--- src/rtl/axi_lite_pkg.sv ---
// Shared AXI4-Lite constants: response encodings and strobe width.
package axi_lite_pkg;
    localparam logic [1:0] RESP_OKAY   = 2'b00;
    localparam logic [1:0] RESP_EXOKAY = 2'b01;
    localparam logic [1:0] RESP_SLVERR = 2'b10;
    localparam logic [1:0] RESP_DECERR = 2'b11;

    localparam int AXI_STRB_W = 4;
endpackage

--- src/rtl/axi_lite_if.sv ---
// AXI4-Lite five-channel bundle; master drives requests, slave drives responses.
interface axi_lite_if
    import axi_lite_pkg::*;
#(
    parameter int ADDR_W = 32,
    parameter int DATA_W = 32
);
    logic                  AWVALID;
    logic                  AWREADY;
    logic [ADDR_W-1:0]     AWADDR;
    logic [2:0]            AWPROT;
    logic                  WVALID;
    logic                  WREADY;
    logic [DATA_W-1:0]     WDATA;
    logic [AXI_STRB_W-1:0] WSTRB;
    logic                  BVALID;
    logic                  BREADY;
    logic [1:0]            BRESP;
    logic                  ARVALID;
    logic                  ARREADY;
    logic [ADDR_W-1:0]     ARADDR;
    logic [2:0]            ARPROT;
    logic                  RVALID;
    logic                  RREADY;
    logic [DATA_W-1:0]     RDATA;
    logic [1:0]            RRESP;

    modport master (
        output AWVALID, AWADDR, AWPROT, WVALID, WDATA, WSTRB, BREADY,
               ARVALID, ARADDR, ARPROT, RREADY,
        input  AWREADY, WREADY, BVALID, BRESP, ARREADY, RVALID, RDATA, RRESP
    );

    modport slave (
        input  AWVALID, AWADDR, AWPROT, WVALID, WDATA, WSTRB, BREADY,
               ARVALID, ARADDR, ARPROT, RREADY,
        output AWREADY, WREADY, BVALID, BRESP, ARREADY, RVALID, RDATA, RRESP
    );
endinterface

--- src/rtl/axi_lite_reg_bank.sv ---
// Register storage: one byte-strobed write port, one combinational read port,
// and the full contents exported flat.
module axi_lite_reg_bank
    import axi_lite_pkg::*;
#(
    parameter  int NUM_REGS = 8,
    parameter  int DATA_W   = 32,
    localparam int IDX_W    = $clog2(NUM_REGS)
) (
    input  logic                       clk,
    input  logic                       rst_n,
    input  logic                       we,
    input  logic [IDX_W-1:0]           wr_idx,
    input  logic [AXI_STRB_W-1:0]      wr_strb,
    input  logic [DATA_W-1:0]          wr_data,
    input  logic [IDX_W-1:0]           rd_idx,
    output logic [DATA_W-1:0]          rd_data,
    output logic [NUM_REGS*DATA_W-1:0] regs_flat
);
    logic [DATA_W-1:0] mem [NUM_REGS];

    // NOTE: this array is reset on purpose; software expects every control register to read 0 after reset.
    always_ff @(posedge clk or negedge rst_n) begin
        if (!rst_n) begin
            for (int i = 0; i < NUM_REGS; i++) mem[i] <= '0;
        end else if (we) begin
            for (int b = 0; b < AXI_STRB_W; b++) begin
                if (wr_strb[b]) mem[wr_idx][b*8 +: 8] <= wr_data[b*8 +: 8];
            end
        end
    end

    assign rd_data = mem[rd_idx];

    for (genvar i = 0; i < NUM_REGS; i++) begin : g_flat
        assign regs_flat[i*DATA_W +: DATA_W] = mem[i];
    end
endmodule

--- src/rtl/axi_lite_slave_regs.sv ---
// AXI4-Lite slave terminating all five channels into a bank of NUM_REGS
// 32-bit registers; write and read paths are fully independent.
module axi_lite_slave_regs
    import axi_lite_pkg::*;
#(
    parameter int ADDR_W   = 32,
    parameter int DATA_W   = 32,
    parameter int NUM_REGS = 8,
    parameter int ADDR_LSB = 2
) (
    input  logic                       ACLK,
    input  logic                       ARESETn,
    axi_lite_if.slave                  bus,
    output logic [NUM_REGS*DATA_W-1:0] regs_flat
);
    localparam int IDX_W = $clog2(NUM_REGS);

    function automatic logic in_range(input logic [ADDR_W-1:0] addr);
        return (addr >> (ADDR_LSB + IDX_W)) == '0;
    endfunction

    logic                  aw_held, w_held;
    logic [IDX_W-1:0]      aw_idx;
    logic                  aw_ok;
    logic [DATA_W-1:0]     w_data;
    logic [AXI_STRB_W-1:0] w_strb;
    logic                  bvalid;
    logic [1:0]            bresp;
    logic                  rvalid;
    logic [DATA_W-1:0]     rdata;
    logic [1:0]            rresp;
    logic [DATA_W-1:0]     rd_data;
    logic                  commit;
    logic                  unused_prot;

    assign unused_prot = ^{bus.AWPROT, bus.ARPROT};

    assign bus.AWREADY = !aw_held && !bvalid;
    assign bus.WREADY  = !w_held && !bvalid;
    assign bus.BVALID  = bvalid;
    assign bus.BRESP   = bresp;
    assign bus.ARREADY = !rvalid;
    assign bus.RVALID  = rvalid;
    assign bus.RDATA   = rdata;
    assign bus.RRESP   = rresp;

    assign commit = aw_held && w_held;

    // NOTE: sequential state uses non-blocking assignments so every flop samples pre-edge values.
    always_ff @(posedge ACLK or negedge ARESETn) begin
        if (!ARESETn) begin
            aw_held <= 1'b0;
            w_held  <= 1'b0;
            aw_idx  <= '0;
            aw_ok   <= 1'b0;
            w_data  <= '0;
            w_strb  <= '0;
            bvalid  <= 1'b0;
            bresp   <= RESP_OKAY;
        end else begin
            if (commit) begin
                aw_held <= 1'b0;
                w_held  <= 1'b0;
                bvalid  <= 1'b1;
                bresp   <= aw_ok ? RESP_OKAY : RESP_SLVERR;
            end else if (bvalid && bus.BREADY) begin
                bvalid <= 1'b0;
            end

            if (bus.AWVALID && bus.AWREADY) begin
                aw_held <= 1'b1;
                aw_idx  <= bus.AWADDR[ADDR_LSB +: IDX_W];
                aw_ok   <= in_range(bus.AWADDR);
            end
            if (bus.WVALID && bus.WREADY) begin
                w_held <= 1'b1;
                w_data <= bus.WDATA;
                w_strb <= bus.WSTRB;
            end
        end
    end

    // Read data comes from the pre-edge register contents, so a read sampled
    // on a commit edge returns the old value.
    always_ff @(posedge ACLK or negedge ARESETn) begin
        if (!ARESETn) begin
            rvalid <= 1'b0;
            rdata  <= '0;
            rresp  <= RESP_OKAY;
        end else if (bus.ARVALID && !rvalid) begin
            rvalid <= 1'b1;
            rdata  <= in_range(bus.ARADDR) ? rd_data : '0;
            rresp  <= in_range(bus.ARADDR) ? RESP_OKAY : RESP_SLVERR;
        end else if (rvalid && bus.RREADY) begin
            rvalid <= 1'b0;
        end
    end

    axi_lite_reg_bank #(
        .NUM_REGS (NUM_REGS),
        .DATA_W   (DATA_W)
    ) u_bank (
        .clk       (ACLK),
        .rst_n     (ARESETn),
        .we        (commit && aw_ok),
        .wr_idx    (aw_idx),
        .wr_strb   (w_strb),
        .wr_data   (w_data),
        .rd_idx    (bus.ARADDR[ADDR_LSB +: IDX_W]),
        .rd_data   (rd_data),
        .regs_flat (regs_flat)
    );
endmodule

--- src/flat_wrapper.sv ---
// flat-port wrapper written by rule: the top's interface ports become plain ports
module axi_lite_slave_regs_flat import axi_lite_pkg::*;
#(
    parameter int ADDR_W   = 32,
    parameter int DATA_W   = 32,
    parameter int NUM_REGS = 8,
    parameter int ADDR_LSB = 2
)
  (ACLK, ARESETn, regs_flat, bus_AWVALID, bus_AWADDR, bus_AWPROT, bus_WVALID, bus_WDATA, bus_WSTRB, bus_BREADY, bus_ARVALID, bus_ARADDR, bus_ARPROT, bus_RREADY, bus_AWREADY, bus_WREADY, bus_BVALID, bus_BRESP, bus_ARREADY, bus_RVALID, bus_RDATA, bus_RRESP);
  axi_lite_if #(.ADDR_W(ADDR_W), .DATA_W(DATA_W)) bus_i ();
  input  logic ACLK;
  input  logic ARESETn;
  output logic [NUM_REGS*DATA_W-1:0] regs_flat;
  input wire logic [$bits(bus_i.AWVALID)-1:0] bus_AWVALID;
  input wire logic [$bits(bus_i.AWADDR)-1:0] bus_AWADDR;
  input wire logic [$bits(bus_i.AWPROT)-1:0] bus_AWPROT;
  input wire logic [$bits(bus_i.WVALID)-1:0] bus_WVALID;
  input wire logic [$bits(bus_i.WDATA)-1:0] bus_WDATA;
  input wire logic [$bits(bus_i.WSTRB)-1:0] bus_WSTRB;
  input wire logic [$bits(bus_i.BREADY)-1:0] bus_BREADY;
  input wire logic [$bits(bus_i.ARVALID)-1:0] bus_ARVALID;
  input wire logic [$bits(bus_i.ARADDR)-1:0] bus_ARADDR;
  input wire logic [$bits(bus_i.ARPROT)-1:0] bus_ARPROT;
  input wire logic [$bits(bus_i.RREADY)-1:0] bus_RREADY;
  output wire logic [$bits(bus_i.AWREADY)-1:0] bus_AWREADY;
  output wire logic [$bits(bus_i.WREADY)-1:0] bus_WREADY;
  output wire logic [$bits(bus_i.BVALID)-1:0] bus_BVALID;
  output wire logic [$bits(bus_i.BRESP)-1:0] bus_BRESP;
  output wire logic [$bits(bus_i.ARREADY)-1:0] bus_ARREADY;
  output wire logic [$bits(bus_i.RVALID)-1:0] bus_RVALID;
  output wire logic [$bits(bus_i.RDATA)-1:0] bus_RDATA;
  output wire logic [$bits(bus_i.RRESP)-1:0] bus_RRESP;
  assign bus_i.AWVALID = bus_AWVALID;
  assign bus_i.AWADDR = bus_AWADDR;
  assign bus_i.AWPROT = bus_AWPROT;
  assign bus_i.WVALID = bus_WVALID;
  assign bus_i.WDATA = bus_WDATA;
  assign bus_i.WSTRB = bus_WSTRB;
  assign bus_i.BREADY = bus_BREADY;
  assign bus_i.ARVALID = bus_ARVALID;
  assign bus_i.ARADDR = bus_ARADDR;
  assign bus_i.ARPROT = bus_ARPROT;
  assign bus_i.RREADY = bus_RREADY;
  assign bus_AWREADY = bus_i.AWREADY;
  assign bus_WREADY = bus_i.WREADY;
  assign bus_BVALID = bus_i.BVALID;
  assign bus_BRESP = bus_i.BRESP;
  assign bus_ARREADY = bus_i.ARREADY;
  assign bus_RVALID = bus_i.RVALID;
  assign bus_RDATA = bus_i.RDATA;
  assign bus_RRESP = bus_i.RRESP;
  axi_lite_slave_regs #(.ADDR_W(ADDR_W), .DATA_W(DATA_W), .NUM_REGS(NUM_REGS), .ADDR_LSB(ADDR_LSB)) u_core (.ACLK(ACLK), .ARESETn(ARESETn), .bus(bus_i), .regs_flat(regs_flat));
endmodule
--- config.mk ---
export PLATFORM = sky130hd
export DESIGN_NAME = axi_lite_slave_regs_flat
export DESIGN_NICKNAME = d
export VERILOG_FILES = /design/src/rtl/axi_lite_pkg.sv /design/src/rtl/axi_lite_if.sv /design/src/rtl/axi_lite_reg_bank.sv /design/src/rtl/axi_lite_slave_regs.sv /design/src/flat_wrapper.sv
export SDC_FILE = /design/constraint.sdc
export NUM_CORES = 1
export LEC_CHECK = 0
export BUFFER_PORTS_ARGS = -buffer_cell sky130_fd_sc_hd__buf_4
export CAP_MARGIN = 20
export CORE_MARGIN = 5
export CORE_UTILIZATION = 53
export CTS_CLUSTER_SIZE = 8
export DETAILED_ROUTE_END_ITERATION = 7
export PLACE_DENSITY = 0.81
export SLEW_MARGIN = 40
export SYNTH_ARGS = -nofsm -noshare
export SYNTH_HDL_FRONTEND = slang
export SYNTH_SLANG_ARGS = --single-unit
--- constraint.sdc ---
create_clock -name ACLK -period 3.5 [get_ports ACLK]
set_input_delay 0.7 -clock ACLK [delete_from_list [all_inputs] [get_ports ACLK]]
set_output_delay 0.7 -clock ACLK [all_outputs]
set_load 0.02 [all_outputs]
Word level (Yosys, flattened, before mapping):

Index checks and enable logic that the tools add are counted.

* $lt $le $gt $ge: 3
* multiplexer cells: 32
* bitwise gates (word level): 2
* reductions and logical operators: 20

Operator list (count)
* $mux W256: 7
* $bwmux W256: 4
* $demux W32 S3: 4
* $mux W32: 4
* $bmux W32 S3: 1
* $logic_not A32 Y1: 2
* $mux W24: 1
* $mux W16: 1
* $logic_and A1 B1 Y1: 10
* $ge A4 B4 Y1 const B: 2
* $mux W8: 1
* $not A3 Y4: 2
* $reduce_bool A2 Y1: 4
* $mux W1: 7
* $logic_not A1 Y1: 4
* $lt A4 B1 Y1 const B: 1
* $mux W2: 2

* register bits after elaboration: 336
* input port bits: 113
* output and inout bits: 297

Longest topological paths before layout:

Gate-level depths: netlist of run 1.

* depth after elaboration: 16
* mapped depth: 6

Cells and area by module:

From an unflattened synthesis of run 1, not the netlist that was laid out.

* cell total of the unflattened synthesis: 953
* area, all modules: 15006.9 µm²

Modules (own cells, without submodules)
* axi_lite_reg_bank: instances 1, cells an instance 676, area each 11517.3 µm²
* axi_lite_slave_regs: instances 1, cells an instance 277, area each 3489.6 µm²

Least setup slack after synthesis of run 1:

OpenSTA, ideal clock, no wires.

* path kind: input-to-reg
* from: in bus_ARADDR[12]
* to: reg u_core.rdata[21], in the netlist u_core.bus.RDATA[21]
* library setup time: 77 ps
* arrival time: 1984 ps
* required time: 3423 ps
* setup slack: 1439 ps
* stages: 5
* buffers on the path: 1
* cell sequence: or4_1 nor4_2 nand4_2 buf_4 o21ai_1

* word-level cells in the longest chain between the ends: 2

Ends and longest elaborated chain
* from (decl): line flat_wrapper.sv:22 `input wire logic [$bits(bus_i.ARADDR)-1:0] bus_ARADDR;`
* $logic_not A32 Y1: line axi_lite_slave_regs.sv:19 `return (addr >> (ADDR_LSB + IDX_W)) == '0;`
* $mux W32: line axi_lite_slave_regs.sv:92 `rdata <= in_range(bus.ARADDR) ? rd_data : '0;`
* to (signal assigned): line axi_lite_slave_regs.sv:92
* to (decl): line axi_lite_slave_regs.sv:30 `logic [DATA_W-1:0] rdata;`

No other way between the ends.
A chain may end at the register's enable or synchronous reset.

Worst setup path in the final report of run 1:

* from: reg u_core.w_held
* to: reg u_core.u_bank.mem (netlist bit u_core.u_bank.regs_flat[141])

* word-level cells in the longest chain between the ends: 2

Ends and longest elaborated chain
* from (decl): line axi_lite_slave_regs.sv:22 `logic aw_held, w_held;`
* from (signal assigned): line axi_lite_slave_regs.sv:53 `w_held <= 1'b0;`
* from (signal assigned): line axi_lite_slave_regs.sv:63 `w_held <= 1'b0;`
* from (signal assigned): line axi_lite_slave_regs.sv:76 `w_held <= 1'b1;`
* $logic_and A1 B1 Y1: line axi_lite_slave_regs.sv:47 `assign commit = aw_held && w_held;`
* $logic_and A1 B1 Y1: line axi_lite_slave_regs.sv:105 `.we (commit && aw_ok),`
* to (signal, indexed assignment): line axi_lite_reg_bank.sv:28 `if (wr_strb[b]) mem[wr_idx][b*8 +: 8] <= wr_data[b*8 +: 8];`
* to (decl): line axi_lite_reg_bank.sv:20 `logic [DATA_W-1:0] mem [NUM_REGS];`

No other way between the ends.

==> flow_summary.toml, run 1 <==
[final_layout]
final_cell_mix = "buf_4, dfrtp_1, mux2_2"
area_growth_pct = 32.9
nNetsFinal = 1447
fin_util_pct = 71.1
fillCellCount = 1816
final_common_cell = "buf_4"
drive_gt1_share_pct = 60.4

[run]
max_cap_viol_count = 0

[logic_synthesis]
seq_area_frac_synth_pct = 58.4
synth_top_family_by_area = "multiplexers"
synthXorXnorAreaFrac_pct = 0
syn_area_um2 = 14300
netlist.area_leader.share_pct = 58.4
synth_compound_area_share_pct = 1.42
synthAdderAreaFrac_pct = 0
synth.area.top_cells = "dfrtp_1, mux2_2, mux4_2, mux2i_1, nand2_1"
ys_warn_count = 0
async_reset_ff_share_pct = 100
avgSynthCellArea_um2 = 15.8
synth.area.mux_share_pct = 35.5
synthSimpleGateAreaFrac_pct = 3.30
synth_edf_count = 0
synth_ff_type = "dfrtp_1"
syn_inst = 907
yosysUniqueCellTypes = 29
ys_ff_latch = 334
yosys.area.top_type = "dfrtp_1"

[global_route]
antenna_found_initial = 1
grt_use_met1_pct = 34.7
grt_pass1_wl_um = 66700
met2_usage_pct = 48.7
top_usage_layer = "met2"
met3_usage_pct = 6.66
gr-total-overflow = 0
grt_pass1_vias = 10903
grt_max_degree = 87
grt_util_all_layers_pct = 28.4

[die]
core_area_um2 = 26700
dieArea_um2 = 30400
num_rows = 60
start_util_pct = 53.5
die_y_um = 174
pin_count = 410
fp.dieW_um = 174

[worst_hold_path]
hp-class = "in2async"

[power]
ir_worst_vdd_mv = 0.462
p_int_mw = 7.03
powerDensity_nw_per_um2 = 500
p_leak_nw = 9.83
power.share.clock_pct = 41.6
switchingPower_mw = 2.47
power.share.combinational_pct = 9.3
seqPwrFrac_pct = 49.2
switching_share_pct = 26.0

[clocking]
cts_resized = 0
ctsLongestPathBuffers = 3
numCtsBuffers = 47
clk_root_buffer_cell = "clkbuf_16"
holdBufCountCts = 0
path_clk_slew_ns = 0.05
cts_tree = "done"
cts_htree_levels = 2
cts_sinks = 334
post_cts_buffers = 0
clk_latency_ns = 0.53

[timing]
tns_ns = 0
skew_ns = 0.0123
tightest_slew_ns = 0.740
rsz0062_at_grt = "no"
fmax_ghz = 0.421
hold_viol_final = 0
finalSetupViolCount = 0
period_minus_slack_ns = 2.37
slew_headroom_pct = 50.7
final-max-slew-violation-count = 0
min_period_over_period_pct = 67.8

[worst_setup_path]
crit_fanout = 8
critPathKind = "reg2reg"
startpoint_type = "register"
cp.arrival_ns = 2.77
ff2ff_path_depth = 4
end_kind = "register"
worstPathRequired_ns = 3.90

[route]
via_per_inst = 5.86
drt_iter0_drc = 693
wl_um = 43400
dr.pass1.iters = 5
detail-route-antenna-nets = 0
vias = 9832
wl_per_cell_um = 25.9
remaining_drc_errors = 0

[place]
dp_hpwl_um = 29800
gp_congestion = 0.838
port_buffers = 397

[status]
status = "finished clean"
cell type report:
type | instances | area [um^2] | area share (%)
diodes | 1 | 2.50 | 0.0132
well taps | 341 | 427 | 2.25
repair buffers | 412 | 3190 | 16.8
clock buffers | 50 | 1240 | 6.53
flip-flops and latches | 334 | 8360 | 44.0
multi-input cells | 535 | 5770 | 30.4
inverters | 4 | 15.0 | 0.0790
cells by family (layout without fill, tap and decap cells):
kind of cell    count (synthesis)  count (layout)
mux                           391             391
simple gates                  103             103
other cells                     1               3
compound gates                 39              39
buf+inv                        39             466
flops                         334             334
stage by stage:
| stage | total power [mW] | setup slack (ns) | hold slack, ns | cell area [um^2] | instances |
|---|---|---|---|---|---|
| after floorplan | 5.07 | 1.44 | 0.404 | 14300 | 908 |
| after CTS | 9.57 | 1.15 | 0.206 | 19000 | 1676 |
| final | 9.50 | 1.13 | 0.179 | 19000 | 1677 |
| after global routing | 9.88 | 1.00 | 0.226 | 19000 | 1677 |
| after global placement | 5.58 | 1.04 | 0.465 | 17800 | 1626 |
| after detailed placement | 5.61 | 1.02 | 0.473 | 17800 | 1626 |
worst max-delay path, cell delays in order (launching register included):
cell and delay [ns]:
dfrtp_1 0.47, nand4_1 0.23, nor3_1 0.61, nand2_1 0.51, mux2_2 0.42
path summary, 6_finish.rpt:
kind,from,end,slack [ns]
setup / recovery,u_core.w_held,u_core.u_bank.regs_flat[141],1.13
hold / removal,ARESETn,u_core.bus.RDATA[28],0.18
setup reg to reg,u_core.w_held,u_core.u_bank.regs_flat[141],1.13
hold reg to reg,u_core.bus.RDATA[0],u_core.bus.RDATA[0],0.48
max in group asynchronous,ARESETn,u_core.u_bank.regs_flat[202],2.45
min in group ACLK,bus_RREADY,u_core.bus.RVALID,0.36
state kept, by name (all words and copies together), names as in the netlist:
register / flops
u_core.u_bank.regs_flat: 256
u_core.bus.RDATA: 32
u_core.w_data: 32
u_core.w_strb: 4
u_core.aw_idx: 3
u_core.aw_held: 1
u_core.aw_ok: 1
u_core.bus.BRESP: 1
u_core.bus.BVALID: 1
u_core.bus.RRESP: 1
u_core.bus.RVALID: 1
u_core.w_held: 1
synthesized netlist by cell type (2+ instances only):
master,count
dfrtp_1,334
mux2_2,275
nand2_1,69
mux4_2,64
mux2i_1,32
o21ai_1,30
mux2_1,20
clkbuf_1,14
buf_2,12
nor4_1,9
nor2_1,8
o21ai_0,6
buf_4,5
buf_1,4
inv_1,4
or4_1,4
nand2b_1,3
nand4_1,2
nor3_1,2
per-layer routing:
layer / wire (um) / part of all wire [%]
met3: 3100 / 7.2
met2: 22300 / 51
met4: 1730 / 4.0
met1: 16300 / 38
met5: 0 / 0
power by group through the flow:
stage               clock [mW]  sequential [mW]  combinational [mW]
finish                    3.95             4.67               0.879
global route              4.19             4.73               0.955
CTS                       4.01             4.66               0.899
detailed placement           0             4.71               0.896
global placement             0             4.70               0.875
floorplan                    0             4.51               0.559
Power figures use the tool's default switching activity.
==> run 2, diff against run 1 <==
Settings changed: CORE_UTILIZATION 53 to 52, PLACE_DENSITY 0.81 to 0.8.
Clock period 3.5 ns to 2.5 ns, I/O delays scaled along.
==> run 2 against run 1 <==
Cell count is 0.36% higher. Register-to-register slack got worse by 0.76 ns. Clock power is 37% higher. Setup slack got worse by 0.76 ns. Total power increased by 39%. Global-route usage rose by 0.29 points. Critical path type unchanged. Critical endpoint is now u_core.u_bank.regs_flat[185]. Largest cell class unchanged.
==> flow_summary.toml, run 2 (synthesis gave the netlist of run 1 again) <==
[clocking]
cts_tree = "done"
cts_htree_levels = 2
clk_root_buffer_cell = "clkbuf_16"
ctsLongestPathBuffers = 3
cts_sinks = 334
path_clk_slew_ns = 0.05
clk_latency_ns = 0.53
numCtsBuffers = 47

[die]
start_util_pct = 52.9
fp.dieW_um = 176
pin_count = 410
die_y_um = 176
dieArea_um2 = 30900
num_rows = 60
core_area_um2 = 27000

[global_route]
grt_pass1_vias = 10834
grt_max_degree = 65
grt_util_all_layers_pct = 28.7
antenna_found_initial = 4
gr-total-overflow = 0
grt_pass1_wl_um = 67300

[final_layout]
final_common_cell = "buf_4"
final_cell_mix = "buf_4, dfrtp_1, mux2_2"
nNetsFinal = 1449
final_area_um2 = 19100
largest_register_ffs = 256
fin_util_pct = 70.5
final_cells = 1683
area_growth_pct = 33.3
drive_gt1_share_pct = 60.5

[timing]
min_period_over_period_pct = 85.3
holdWs_ns = 0.163
period_minus_slack_ns = 2.13
finalSetupViolCount = 0
hold_viol_final = 0
tns_ns = 0
skew_ns = 0.0155
tightest_slew_ns = 0.598
fmax_ghz = 0.469
layout_setup_ws_ns = 0.367
slew_headroom_pct = 60.2
final-max-slew-violation-count = 0
rsz0062_at_grt = "no"

[run]
max_cap_viol_count = 0

[worst_setup_path]
max_stage_delay_ns = 0.47
end_kind = "register"
crit_fanout = 8
startpoint_type = "register"
path_buf_inv = 0
critPathKind = "reg2reg"
cp.arrival_ns = 2.54
cp_top_family = "simple AND/OR/NAND/NOR gates"
worstPathRequired_ns = 2.90
cp_cell_sequence = "nand4_1, nor2_1, nand2_1, mux2_2"
cp_slowest_cell = "nand2_1"

[route]
wl_um = 44700
remaining_drc_errors = 0
vias = 9859
dr.pass1.iters = 5
drt_iter0_drc = 718
wl_per_cell_um = 26.6
detail-route-antenna-nets = 0
via_per_inst = 5.86

[power]
finalPower_mw = 13.2
powerDensity_nw_per_um2 = 694
ir_worst_vdd_mv = 0.528
p_leak_nw = 9.85

[place]
place_ws_ns = 0.152
dp_cells = 1627
port_buffers = 397
place_area_um2 = 17800
gp_congestion = 0.806
dp_hpwl_um = 30600

[status]
status = "finished clean"

[worst_hold_path]
hp-class = "in2reg"
==> run 2: cell types whose count changed in the layout (fill, tap and decap cells not counted), sizes merged <==
cell / change
diode: +3
buf: +1
inv: +3
clkbuf: -2
dlygate4sd3: +1
==> run 2: worst paths after layout <==
kind / from / endpoint / slack (ns) / cells after the start
min: bus_RREADY / u_core.bus.RVALID / 0.16 / 2
min reg2reg: u_core.bus.RDATA[4] / u_core.bus.RDATA[4] / 0.48 / 2
max reg2reg: u_core.w_held / u_core.u_bank.regs_flat[185] / 0.37 / 4
max in group asynchronous: ARESETn / u_core.u_bank.regs_flat[114] / 1.25 / 3
min in group asynchronous: ARESETn / u_core.u_bank.regs_flat[36] / 0.52 / 2
max: u_core.w_held / u_core.u_bank.regs_flat[185] / 0.37 / 4
==> run 2: report_power, final <==
group | internal, mW | switching [mW] | leakage, nW
Clock | 3.32 | 2.11 | 0.600
Sequential | 5.78 | 0.744 | 4.57
Combinational | 0.652 | 0.616 | 4.69
==> run 2: what timing repair did <==
item                                    CTS  global route
buffers inserted                          0             0
hold buffers                              1             0
resized for setup                         0             1
endpoints found under the setup margin    0             8
endpoints found under the hold margin    48             0
==> run 2: final cells by class <==
cell class                      count  area (um^2)
Fill cell                        1840         7970
Clock buffer                       48         1190
Tap cell                          341          427
Sequential cell                   334         8360
Timing Repair Buffer              414         3260
Clock inverter                      3         26.3
Antenna cell                        4         10.0
Multi-Input combinational cell    535         5770
Inverter                            4         15.0
==> run 2: layer usage <==
| metal | up-vias | global-route usage [%] | share of wire (%) |
|---|---|---|---|
| met2 | 410 | 49.0 | 52 |
| met3 | 100 | 8.03 | 7.9 |
| met5 | - | 0 | 0 |
| met1 | 5122 | 33.8 | 36 |
| li1 | 4227 | - | - |
| met4 | 0 | 13.2 | 4.2 |
==> run 3, diff against run 2 <==
Settings changed: CORE_UTILIZATION 52 to 40, PLACE_DENSITY 0.8 to not set.
==> run 3 against run 2 <==
Sequential power barely moved. Hold slack improved by 0.012 ns. Critical path depth did not move. Flip-flop and latch count did not move. Largest power group unchanged.
==> flow_summary.toml, run 3 (synthesis gave the netlist of run 1 again) <==
[die]
core_area_um2 = 35400
pin_count = 410
die_y_um = 199
fp.dieW_um = 199
start_util_pct = 40.4
dieArea_um2 = 39600
num_rows = 69

[route]
wl_um = 45500
wl_per_cell_um = 25.3
drt_iter0_drc = 329
dr.pass1.iters = 4
via_per_inst = 5.31
remaining_drc_errors = 0
detail-route-antenna-nets = 0
vias = 9564

[timing]
final-max-slew-violation-count = 0
rsz0062_at_grt = "no"
layout_setup_ws_ns = 0.278
finalSetupViolCount = 0
fmax_ghz = 0.450
period_minus_slack_ns = 2.22
skew_ns = 0.00987
hold_viol_final = 0
min_period_over_period_pct = 88.9
tns_ns = 0
slew_headroom_pct = 58.6
tightest_slew_ns = 0.621

[final_layout]
area_growth_pct = 34.4
final_common_cell = "buf_4"
largest_register_ffs = 256
fin_util_pct = 54.3
final_cells = 1801
n_antenna_cell = 0
nNetsFinal = 1451
drive_gt1_share_pct = 60.3
fillCellCount = 3009
final_cell_mix = "buf_4, dfrtp_1, mux2_2"

[worst_hold_path]
hold_start = "bus_BREADY"
hp-class = "in2reg"

[clocking]
cts_htree_levels = 2
cts_sinks = 334
clk_root_buffer_cell = "clkbuf_16"
clk_latency_ns = 0.53
path_clk_slew_ns = 0.05
cts_tree = "done"
numCtsBuffers = 47
cts_resized = 0
ctsLongestPathBuffers = 3

[worst_setup_path]
startpoint_type = "register"
cp_slowest_cell = "nor2_1"
max_stage_delay_ns = 0.49
path_buf_inv = 0
reg2reg_from = "u_core.w_held"
cp_cell_sequence = "nand4b_1, nor2_1, nand2_1, mux2_2"
critPathKind = "reg2reg"
worstPathRequired_ns = 2.91
cp.arrival_ns = 2.63
startpoint = "u_core.w_held"
end_kind = "register"
crit_fanout = 8
cp_top_family = "simple AND/OR/NAND/NOR gates"

[place]
dp_cells = 1749
gp_congestion = 0.780
place_ws_ns = 0.266
dp_hpwl_um = 31200
port_buffers = 397

[power]
ir_worst_vdd_mv = 0.597
p_leak_nw = 9.87
finalPower_mw = 13.3
powerDensity_nw_per_um2 = 692

[global_route]
grt_pass1_wl_um = 66700
grt_max_degree = 72
grt_pass1_vias = 10186
antenna_found_initial = 1
grt_util_all_layers_pct = 22.4
gr-total-overflow = 0

[status]
status = "finished clean"

[run]
max_cap_viol_count = 0
==> run 3: final timing paths <==
path                                                      to  depth (start not counted)  slack [ns]
worst min register to register           u_core.bus.RDATA[6]                          2        0.49
worst max-delay path             u_core.u_bank.regs_flat[33]                          4        0.28
worst max register to register   u_core.u_bank.regs_flat[33]                          4        0.28
worst min-delay path                       u_core.bus.BVALID                          2        0.18
min in group asynchronous       u_core.u_bank.regs_flat[235]                          2        0.48
max in group asynchronous        u_core.u_bank.regs_flat[63]                          3        1.23
==> run 3: repair_timing <==
action | 4_1_cts | 5_1_grt
endpoints found under the hold margin | 44 | 0
setup buffers | 0 | 0
hold buffers | 1 | 0
==> run 3: per-layer routing <==
metal  track usage, %  part of all wire, %  wire length, um  vias to the layer above
li1                 -                    -                -                     4231
met1             29.1                   40            18400                     4955
met2             38.6                   50            22900                      318
met3             5.23                  7.4             3390                       58
met4             5.27                  1.8              832                        2
met5                0                0.044               20                        -
==> run 3: final cells by class <==
class / instances / area, um^2 / area share [%]
timing repair buffer: 416 / 3270 / 17.0
multi-input combinational: 535 / 5770 / 30.0
tap: 461 / 577 / 3.00
inverter: 4 / 15.0 / 0.0781
clock buffer: 51 / 1230 / 6.42
sequential: 334 / 8360 / 43.5
==> run 3: through the flow <==
step	hold WS, ns	area [um^2]
finish	0.175	19200
global route	0.157	19200
detailed placement	0.457	18000
CTS	0.149	19200
global placement	0.452	18000
floorplan	0.204	14300
==> run 3: power by group <==
part,total (mW),switching (mW),internal (mW),leakage (nW)
combinational,1.23,0.575,0.650,4.69
sequential,6.52,0.745,5.78,4.57
clock,5.56,2.16,3.41,0.606
==> run 3: worst register-to-register path, stage by stage (launching register included) <==
cell and delay (ns):
dfrtp_1 0.44, nand4b_1 0.29, nor2_1 0.49, nand2_1 0.48
mux2_2 0.41
